### src/rtl/task_sequencer.sv
// Runs enabled submodules one after another (en -> start -> wait for done) and
// hands the single memory port to whichever task is currently being serviced.
module task_sequencer #(
  parameter int NUM_TASKS  = 4,
  parameter int WORD_WIDTH = 16,
  parameter int ADDR_WIDTH = 11,
  parameter int TIMEOUT    = 1023
) (
  input  logic                            clock,
  input  logic                            nrst,
  input  logic                            go,
  input  logic [NUM_TASKS-1:0]            task_mask,
  output logic [NUM_TASKS-1:0]            task_en,
  output logic [NUM_TASKS-1:0]            task_start,
  input  logic [NUM_TASKS-1:0]            task_done,
  input  logic [NUM_TASKS*ADDR_WIDTH-1:0] task_address,
  input  logic [NUM_TASKS-1:0]            task_wr_en,
  input  logic [NUM_TASKS*WORD_WIDTH-1:0] task_data_out,
  output logic [ADDR_WIDTH-1:0]           mem_address,
  output logic                            mem_wr_en,
  output logic [WORD_WIDTH-1:0]           mem_data_out,
  output logic                            busy,
  output logic                            done,
  output logic                            timeout_err,
  output logic [2:0]                      err_task
);

  // idx must reach NUM_TASKS (up to 8) to mark the end of the scan
  localparam int IDX_W = 4;
  localparam int TMR_W = 10;

  typedef enum logic [2:0] {
    IDLE   = 3'd0,
    SCAN   = 3'd1,
    ENABLE = 3'd2,
    START  = 3'd3,
    WAIT   = 3'd4,
    FINISH = 3'd5
  } state_t;

  state_t               state_reg, state_next;
  logic [IDX_W-1:0]     idx_reg, idx_next;
  logic [TMR_W-1:0]     timer_reg, timer_next;
  logic [NUM_TASKS-1:0] mask_reg, mask_next;
  logic                 busy_reg, busy_next;
  logic                 done_reg, done_next;
  logic                 timeout_err_reg, timeout_err_next;
  logic [2:0]           err_task_reg, err_task_next;

  logic [NUM_TASKS-1:0] idx_onehot;
  logic                 cur_mask;
  logic                 cur_done;
  logic                 granted;
  logic [TMR_W-1:0]     timer_inc;

  // idx_onehot is all-zero once idx has walked past the last task
  generate
    for (genvar gi = 0; gi < NUM_TASKS; gi++) begin : g_sel
      assign idx_onehot[gi] = (idx_reg == IDX_W'(gi));
    end
  endgenerate

  assign cur_mask  = |(mask_reg & idx_onehot);
  assign cur_done  = |(task_done & idx_onehot);
  assign granted   = (state_reg == ENABLE) || (state_reg == START) || (state_reg == WAIT);
  assign timer_inc = timer_reg + TMR_W'(1);

  always_ff @(posedge clock) begin
    if (!nrst) begin
      state_reg       <= IDLE;
      idx_reg         <= '0;
      timer_reg       <= '0;
      mask_reg        <= '0;
      busy_reg        <= 1'b0;
      done_reg        <= 1'b0;
      timeout_err_reg <= 1'b0;
      err_task_reg    <= '0;
    end else begin
      state_reg       <= state_next;
      idx_reg         <= idx_next;
      timer_reg       <= timer_next;
      mask_reg        <= mask_next;
      busy_reg        <= busy_next;
      done_reg        <= done_next;
      timeout_err_reg <= timeout_err_next;
      err_task_reg    <= err_task_next;
    end
  end

  always_comb begin
    state_next       = state_reg;
    idx_next         = idx_reg;
    timer_next       = timer_reg;
    mask_next        = mask_reg;
    busy_next        = busy_reg;
    done_next        = done_reg;
    timeout_err_next = timeout_err_reg;
    err_task_next    = err_task_reg;
    case (state_reg)
      IDLE: begin
        if (go) begin
          mask_next        = task_mask;
          idx_next         = '0;
          done_next        = 1'b0;
          timeout_err_next = 1'b0;
          err_task_next    = '0;
          busy_next        = 1'b1;
          state_next       = SCAN;
        end
      end
      SCAN: begin
        if (idx_reg == IDX_W'(NUM_TASKS)) begin
          state_next = FINISH;
        end else if (!cur_mask) begin
          idx_next = idx_reg + IDX_W'(1);
        end else begin
          state_next = ENABLE;
        end
      end
      ENABLE: state_next = START;
      START: begin
        timer_next = '0;
        state_next = WAIT;
      end
      WAIT: begin
        // a done arriving on the final allowed cycle still counts as success
        if (cur_done) begin
          idx_next   = idx_reg + IDX_W'(1);
          state_next = SCAN;
        end else begin
          timer_next = timer_inc;
          if (timer_inc == TMR_W'(TIMEOUT)) begin
            timeout_err_next = 1'b1;
            err_task_next    = idx_reg[2:0];
            state_next       = FINISH;
          end
        end
      end
      FINISH: begin
        busy_next  = 1'b0;
        done_next  = 1'b1;
        state_next = IDLE;
      end
      default: state_next = IDLE;
    endcase
  end

  always_comb begin
    task_en      = '0;
    task_start   = '0;
    mem_address  = '0;
    mem_wr_en    = 1'b0;
    mem_data_out = '0;
    if (state_reg == ENABLE) task_en = idx_onehot;
    if (state_reg == START) task_start = idx_onehot;
    if (granted) begin
      for (int i = 0; i < NUM_TASKS; i++) begin
        if (idx_onehot[i]) begin
          mem_address  = task_address[i*ADDR_WIDTH +: ADDR_WIDTH];
          mem_wr_en    = task_wr_en[i];
          mem_data_out = task_data_out[i*WORD_WIDTH +: WORD_WIDTH];
        end
      end
    end
  end

  assign busy        = busy_reg;
  assign done        = done_reg;
  assign timeout_err = timeout_err_reg;
  assign err_task    = err_task_reg;

endmodule

### config.mk
export PLATFORM = sky130hd
export DESIGN_NAME = task_sequencer
export DESIGN_NICKNAME = d
export VERILOG_FILES = /design/src/rtl/task_sequencer.sv
export SDC_FILE = /design/constraint.sdc
export NUM_CORES = 1
export LEC_CHECK = 0
export BUFFER_PORTS_ARGS = -buffer_cell sky130_fd_sc_hd__buf_2
export CORE_MARGIN = 4
export CORE_UTILIZATION = 45
export DETAILED_ROUTE_END_ITERATION = 12
export PLACE_DENSITY = 0.85
export SYNTH_ARGS = -nofsm -noshare
export SYNTH_HDL_FRONTEND = slang
export SYNTH_SLANG_ARGS = --single-unit
### constraint.sdc
create_clock -name clock -period 5.66 [get_ports clock]
set_clock_uncertainty 0.05 [all_clocks]
set_input_delay 0.283 -clock clock [delete_from_list [all_inputs] [get_ports clock]]
set_output_delay 0.283 -clock clock [all_outputs]
set_load 0.01 [all_outputs]
==> out/results.ini, run 1 <==
[synthesis]
ys.flop_type=dfxtp_1
syn_nets=475
synthDistinctLibCells=57
synth_edf_count=0
synthAdderAreaFrac_pct=3.04
synth_xor_xnor_area_share_pct=0.355
synth_seq_cells=27
synth-async-reset-ratio_pct=0
synth_area_per_cell_um2=7.13
ys_warn_count=0
synth.area.top_cells=dfxtp_1, o21ai_0, a221o_1
synth_top_family_by_area=compound AO/OA/AOI/OAI gates
synthSimpleGateAreaFrac_pct=27.7
synth_cells=346
ys_seq_area_share_pct=21.9
yosys-mux-area-fraction_pct=1.62
synth_compound_area_share_pct=39.3
synthesis.area_um2=2470
yosysTopAreaCellShare_pct=21.9
yosysTopAreaCell=dfxtp_1

[final_layout]
fin_nets=618
final_cell_mix=buf_2, o21ai_0, nand2_1
finalNonFillerCells=558
n_antenna_cell=0
synthToLayoutAreaGrowth_pct=33.9
final_layout_size_suffix_gt1_share_pct=37.5
largest_register_ff_count=10
mostFrequentLayoutCell=buf_2

[routing]
vias=3342
drt_iter0_markers=229
dr.pass1.iters=5
avgRoutedWirePerCell_um=17.6
wl_mm=9.83
drc=0
vias_per_cell=5.99
ant_nets=0

[floorplan]
chipHeight_um=82.1
core_um2=5200
die_area_um2=6730
rows=26
die_w_um=82.1
floorplan.initialDensity_pct=47.4
io_pins=165

[setup_path]
cpPeakStageDelay_ns=0.83
arrival_ns=2.98
required_ns=5.33
critPathLaunchType=flop
end_kind=output port
crit_chain=nor3b_4 -> nor2_1 -> nor2_2 -> nand2_1 -> o21ai_1 -> buf_2
crit_fanout=28
worstSetupPathType=flop to output port
slowest_stage=nor2_2

[clocking]
tritoncts=yes
clk_path_buf_depth=2
hold_buffers=0
clkTransAtPathRegs_ns=0.10
cts_resized=0
htree_levels=1
cts_made_buffers=3
post_cts_buffers=0
clock_latency_ns=0.28
cts_sinks=27
cts_root_buf=clkbuf_8

[global_routing]
grt_util_met3_pct=7.35
busiest_layer=met2
antenna_found_initial=0
grt_pass1_vias=3048
grt-ovfl-total=0
grt_pass1_wl_mm=15.0
use_met1_pct=32.5
grt_util_met2_pct=47.3
track_usage_pct=28.3
grt_max_degree=31

[placement]
place_ws_ns=2.74
dp_hpwl_mm=7.85
gp_congestion=0.944
port_buffers=164
dp_cells=554

[sta]
period_share_pct=58.6
fin_tns_setup_ns=0
timing.max_slew.rel_slack_pct=29.1
rsz0062_at_grt=no
period_needed_ns=3.32
setup_viol=0
worst_pin_slew_ns=1.06
fmax_mhz=302
finalHoldViolations=0
layout_setup_ws_ns=2.34
drv_slew=0

[pwr]
power_w=0.000576
ir_worst_vdd_mv=0.102
power.density_nw_per_um2=174
p_leak_nw=1.50

[outcome]
status=finished clean

[worst_hold_path]
hp-class=input pin to flop

[flow_run]
drv_cap=0

==> worst paths after layout <==
kind | from | end | slack [ns] | depth (start not counted)
setup reg to reg | idx_reg[0] | timer_reg[7] | 3.06 | 6
hold reg to reg | timer_reg[0] | timer_reg[0] | 0.45 | 2
hold / removal | task_mask[1] | mask_reg[1] | 0.21 | 3
setup / recovery | state_reg[2] | mem_data_out[5] | 2.34 | 6
==> layer usage <==
metal	part of all wire, %	up-vias
met5	0	-
met3	10	42
met2	48	187
li1	-	1589
met4	5.0	0
met1	36	1524
==> power breakdown <==
| group | switching [W] | internal [W] | total (W) |
|---|---|---|---|
| clock | 0.0000611 | 0.0000500 | 0.000111 |
| sequential | 0.0000123 | 0.000197 | 0.000209 |
| combinational | 0.000137 | 0.000119 | 0.000256 |
==> metrics by stage <==
step,cell area [um2],hold slack [ns],util (%)
CTS,3310,0.218,63.5
detailed placement,3260,0.446,62.6
global route,3310,0.230,63.5
floorplan,2470,0.402,-
finish,3310,0.213,63.5
global placement,3260,0.432,62.6
==> synth_stat cells, types with 2 or more instances <==
cell type	count
a21boi_1	3
a21oi_1	12
a221o_1	28
a22oi_1	3
a311oi_1	2
a31oi_1	3
and2_1	4
and3_1	3
buf_2	9
buf_4	4
clkbuf_1	14
dfxtp_1	27
ha_1	6
inv_1	6
mux2i_1	4
nand2_1	52
nand3_1	9
nand3b_1	2
nand4_1	4
nor2_1	21
nor2_2	2
nor2b_1	10
nor3_1	4
nor3b_1	3
o21ai_0	65
o21ai_1	7
o221a_2	4
o22ai_1	2
o311ai_0	2
or3_1	3
or4_1	2
==> cells by family (layout without fill, tap and decap cells) <==
group	Yosys count	after routing
flip-flops	27	27
multiplexers	4	4
AO/OA/AOI/OAI	144	144
XOR/XNOR	1	1
buffers and inverters	33	175
AND/OR/NAND/NOR	131	131
adder cells (fa/ha/maj)	6	6
==> cell type report <==
| class | count | area (um2) |
|---|---|---|
| Clock buffer | 3 | 41.3 |
| Clock inverter | 1 | 7.51 |
| Fill cell | 484 | 1900 |
| Inverter | 6 | 22.5 |
| Multi-Input combinational cell | 286 | 1780 |
| Sequential cell | 27 | 541 |
| Tap cell | 70 | 87.6 |
| Timing Repair Buffer | 165 | 828 |
==> critical path: cells and delay by family, from the launching register on <==
family / cells / cell delay (ns)
simple gates: 4 / 1.72
flops: 1 / 0.67
buf+inv: 1 / 0.16
compound gates: 1 / 0.14
Power figures use the tool's default switching activity.
==> run 2, diff against run 1 <==
--- a/config.mk
+++ b/config.mk
@@ -7,9 +7,9 @@
 export LEC_CHECK = 0
 export BUFFER_PORTS_ARGS = -buffer_cell sky130_fd_sc_hd__buf_2
 export CORE_MARGIN = 4
-export CORE_UTILIZATION = 45
+export CORE_UTILIZATION = 39
 export DETAILED_ROUTE_END_ITERATION = 12
-export PLACE_DENSITY = 0.85
+export PLACE_DENSITY = 0.79
 export SYNTH_ARGS = -nofsm -noshare
 export SYNTH_HDL_FRONTEND = slang
 export SYNTH_SLANG_ARGS = --single-unit
==> constraint.sdc (replaced) <==
create_clock -name clock -period 2.8 [get_ports clock]
set_clock_uncertainty 0.05 [all_clocks]
set_input_delay 0.14 -clock clock [delete_from_list [all_inputs] [get_ports clock]]
set_output_delay 0.14 -clock clock [all_outputs]
set_load 0.01 [all_outputs]
==> out/results.ini, run 2 (same netlist as run 1, synthesis figures left out) <==
[setup_path]
cpMostUsedCell=o21ai_0
critPathLaunchType=flop  ; unchanged
worstSetupPathType=flop to output port  ; unchanged
slowest_stage=or3b_4  ; was nor2_2
reg2reg_slack_ns=0.41  ; was 3.06 ns
crit_chain=inv_1 -> ha_1 -> or3b_4 -> nor2_4 -> buf_6 -> a221o_1 -> o21ai_0 -> o21ai_0 -> buf_2  ; was nor3b_4 -> nor2_1 -> nor2_2 -> nand2_1 -> o21ai_1 -> buf_2
end_kind=output port  ; unchanged
cpPeakStageDelay_ns=0.43  ; was 0.83 ns
crit_fanout=28  ; unchanged
required_ns=2.61  ; was 5.33 ns
arrival_ns=2.43  ; was 2.98 ns

[final_layout]
mostFrequentLayoutCell=buf_2  ; unchanged
final_area_um2=3380  ; was 3310 um2
largest_register_ff_count=10  ; unchanged
final_cell_mix=buf_2, o21ai_0, nand2_1  ; unchanged
synthToLayoutAreaGrowth_pct=37.0  ; was 33.9%
fin_nets=626  ; was 618
final_layout_size_suffix_gt1_share_pct=38.9  ; was 37.5%
finalNonFillerCells=572  ; was 558

[routing]
vias_per_cell=5.78  ; was 5.99
dr.pass1.iters=5  ; unchanged
drt_iter0_markers=205  ; was 229
avgRoutedWirePerCell_um=17.2  ; was 17.6 um
ant_nets=0  ; unchanged
drc=0  ; unchanged
wl_mm=9.81  ; was 9.83 mm
vias=3309  ; was 3342

[global_routing]
grt_pass1_vias=3016  ; was 3048
grt_max_degree=31  ; unchanged
grt_pass1_wl_mm=14.9  ; was 15.0 mm
grt-ovfl-total=0  ; unchanged
antenna_found_initial=1  ; was 0
track_usage_pct=24.3  ; was 28.3%

[floorplan]
die_area_um2=7670  ; was 6730 um2
die_w_um=87.6  ; was 82.1 um
core_um2=6030  ; was 5200 um2
rows=28  ; was 26
chipHeight_um=87.6  ; was 82.1 um
floorplan.initialDensity_pct=41.0  ; was 47.4%
io_pins=165  ; unchanged

[sta]
finalHoldViolations=0  ; unchanged
worst_pin_slew_ns=0.538  ; was 1.06 ns
timing.max_slew.rel_slack_pct=63.7  ; was 29.1%
drv_slew=0  ; unchanged
period_needed_ns=2.62
rsz0062_at_grt=no  ; unchanged
setup_viol=0  ; unchanged
fin_tns_setup_ns=0  ; unchanged
period_share_pct=93.6
fmax_mhz=381

[clocking]
cts_root_buf=clkbuf_8  ; unchanged
htree_levels=1  ; unchanged
cts_made_buffers=3  ; unchanged
cts_sinks=27  ; unchanged
clkTransAtPathRegs_ns=0.11  ; was 0.10 ns
clk_path_buf_depth=2  ; unchanged
post_cts_buffers=0  ; unchanged
tritoncts=yes  ; unchanged
clock_latency_ns=0.29  ; was 0.28 ns

[flow_run]
drv_cap=0  ; unchanged

[outcome]
status=finished clean  ; unchanged

[pwr]
p_leak_nw=1.55  ; was 1.50 nW
power.density_nw_per_um2=352  ; was 174 nW/um2
ir_worst_vdd_mv=0.218  ; was 0.102 mV

[placement]
dp_hpwl_mm=8.00  ; was 7.85 mm
dp_cells=567  ; was 554
post_dp_cell_area_um2=3320  ; was 3260 um2
gp_congestion=0.982  ; was 0.944
port_buffers=164  ; unchanged

[worst_hold_path]
hp-class=input pin to flop  ; unchanged

-- run 2: worst max-delay path, delay by kind of cell (launching register included) --
kind	cells	cell delay, ns
adder cells (fa/ha/maj)	1	0.24
flip-flops	1	0.38
AND/OR/NAND/NOR	2	0.52
buffers and inverters	3	0.50
AO/OA/AOI/OAI	3	0.51
-- run 2: through the flow --
step	utilization, %	setup WS, ns	hold WS [ns]	power (W)
floorplan	-	0.742	0.259	0.000771
global placement	55.1	0.316	0.353	0.000940
detailed placement	55.1	0.269	0.361	0.000950
CTS	56.0	0.0605	0.0594	0.00119
global route	56.1	0.0255	0.0908	0.00127
finish	56.1	0.178	0.0576	0.00119
-- run 2: worst paths after layout --
kind                      from  cells past startpoint         endpoint
setup / recovery    idx_reg[0]                      9  mem_data_out[0]
hold / removal    task_mask[1]                      3      mask_reg[1]
hold reg to reg    timeout_err                      2      timeout_err
setup reg to reg    idx_reg[0]                      7     timer_reg[7]
-- run 2: routing by layer --
layer	global-route usage (%)	routed length, um	share of wire [%]
met1	30.1	3860	39
met2	41.9	4750	48
met3	4.05	832	8.5
met4	9.48	365	3.7
met5	0	0	0
-- run 2: area by class of cell --
| cell class | count | area (um2) |
|---|---|---|
| inverter | 6 | 22.5 |
| fill | 579 | 2640 |
| antenna | 1 | 2.50 |
| clock buffer | 3 | 41.3 |
| clock inverter | 1 | 8.76 |
| tap | 75 | 93.8 |
| timing repair buffer | 173 | 892 |
| multi-input combinational | 286 | 1780 |
| sequential | 27 | 541 |
-- run 2: power breakdown --
part | internal [W] | switching, W
Clock | 0.000105 | 0.000135
Combinational | 0.000252 | 0.000278
Sequential | 0.000398 | 0.0000248
Total | 0.000754 | 0.000438
-- run 2: timing repair --
item	in CTS	in global routing
gates resized for setup	1	3
hold buffers	0	0
endpoints found under the setup margin	1	23
pin swaps	0	0
hold endpoints to repair	0	0
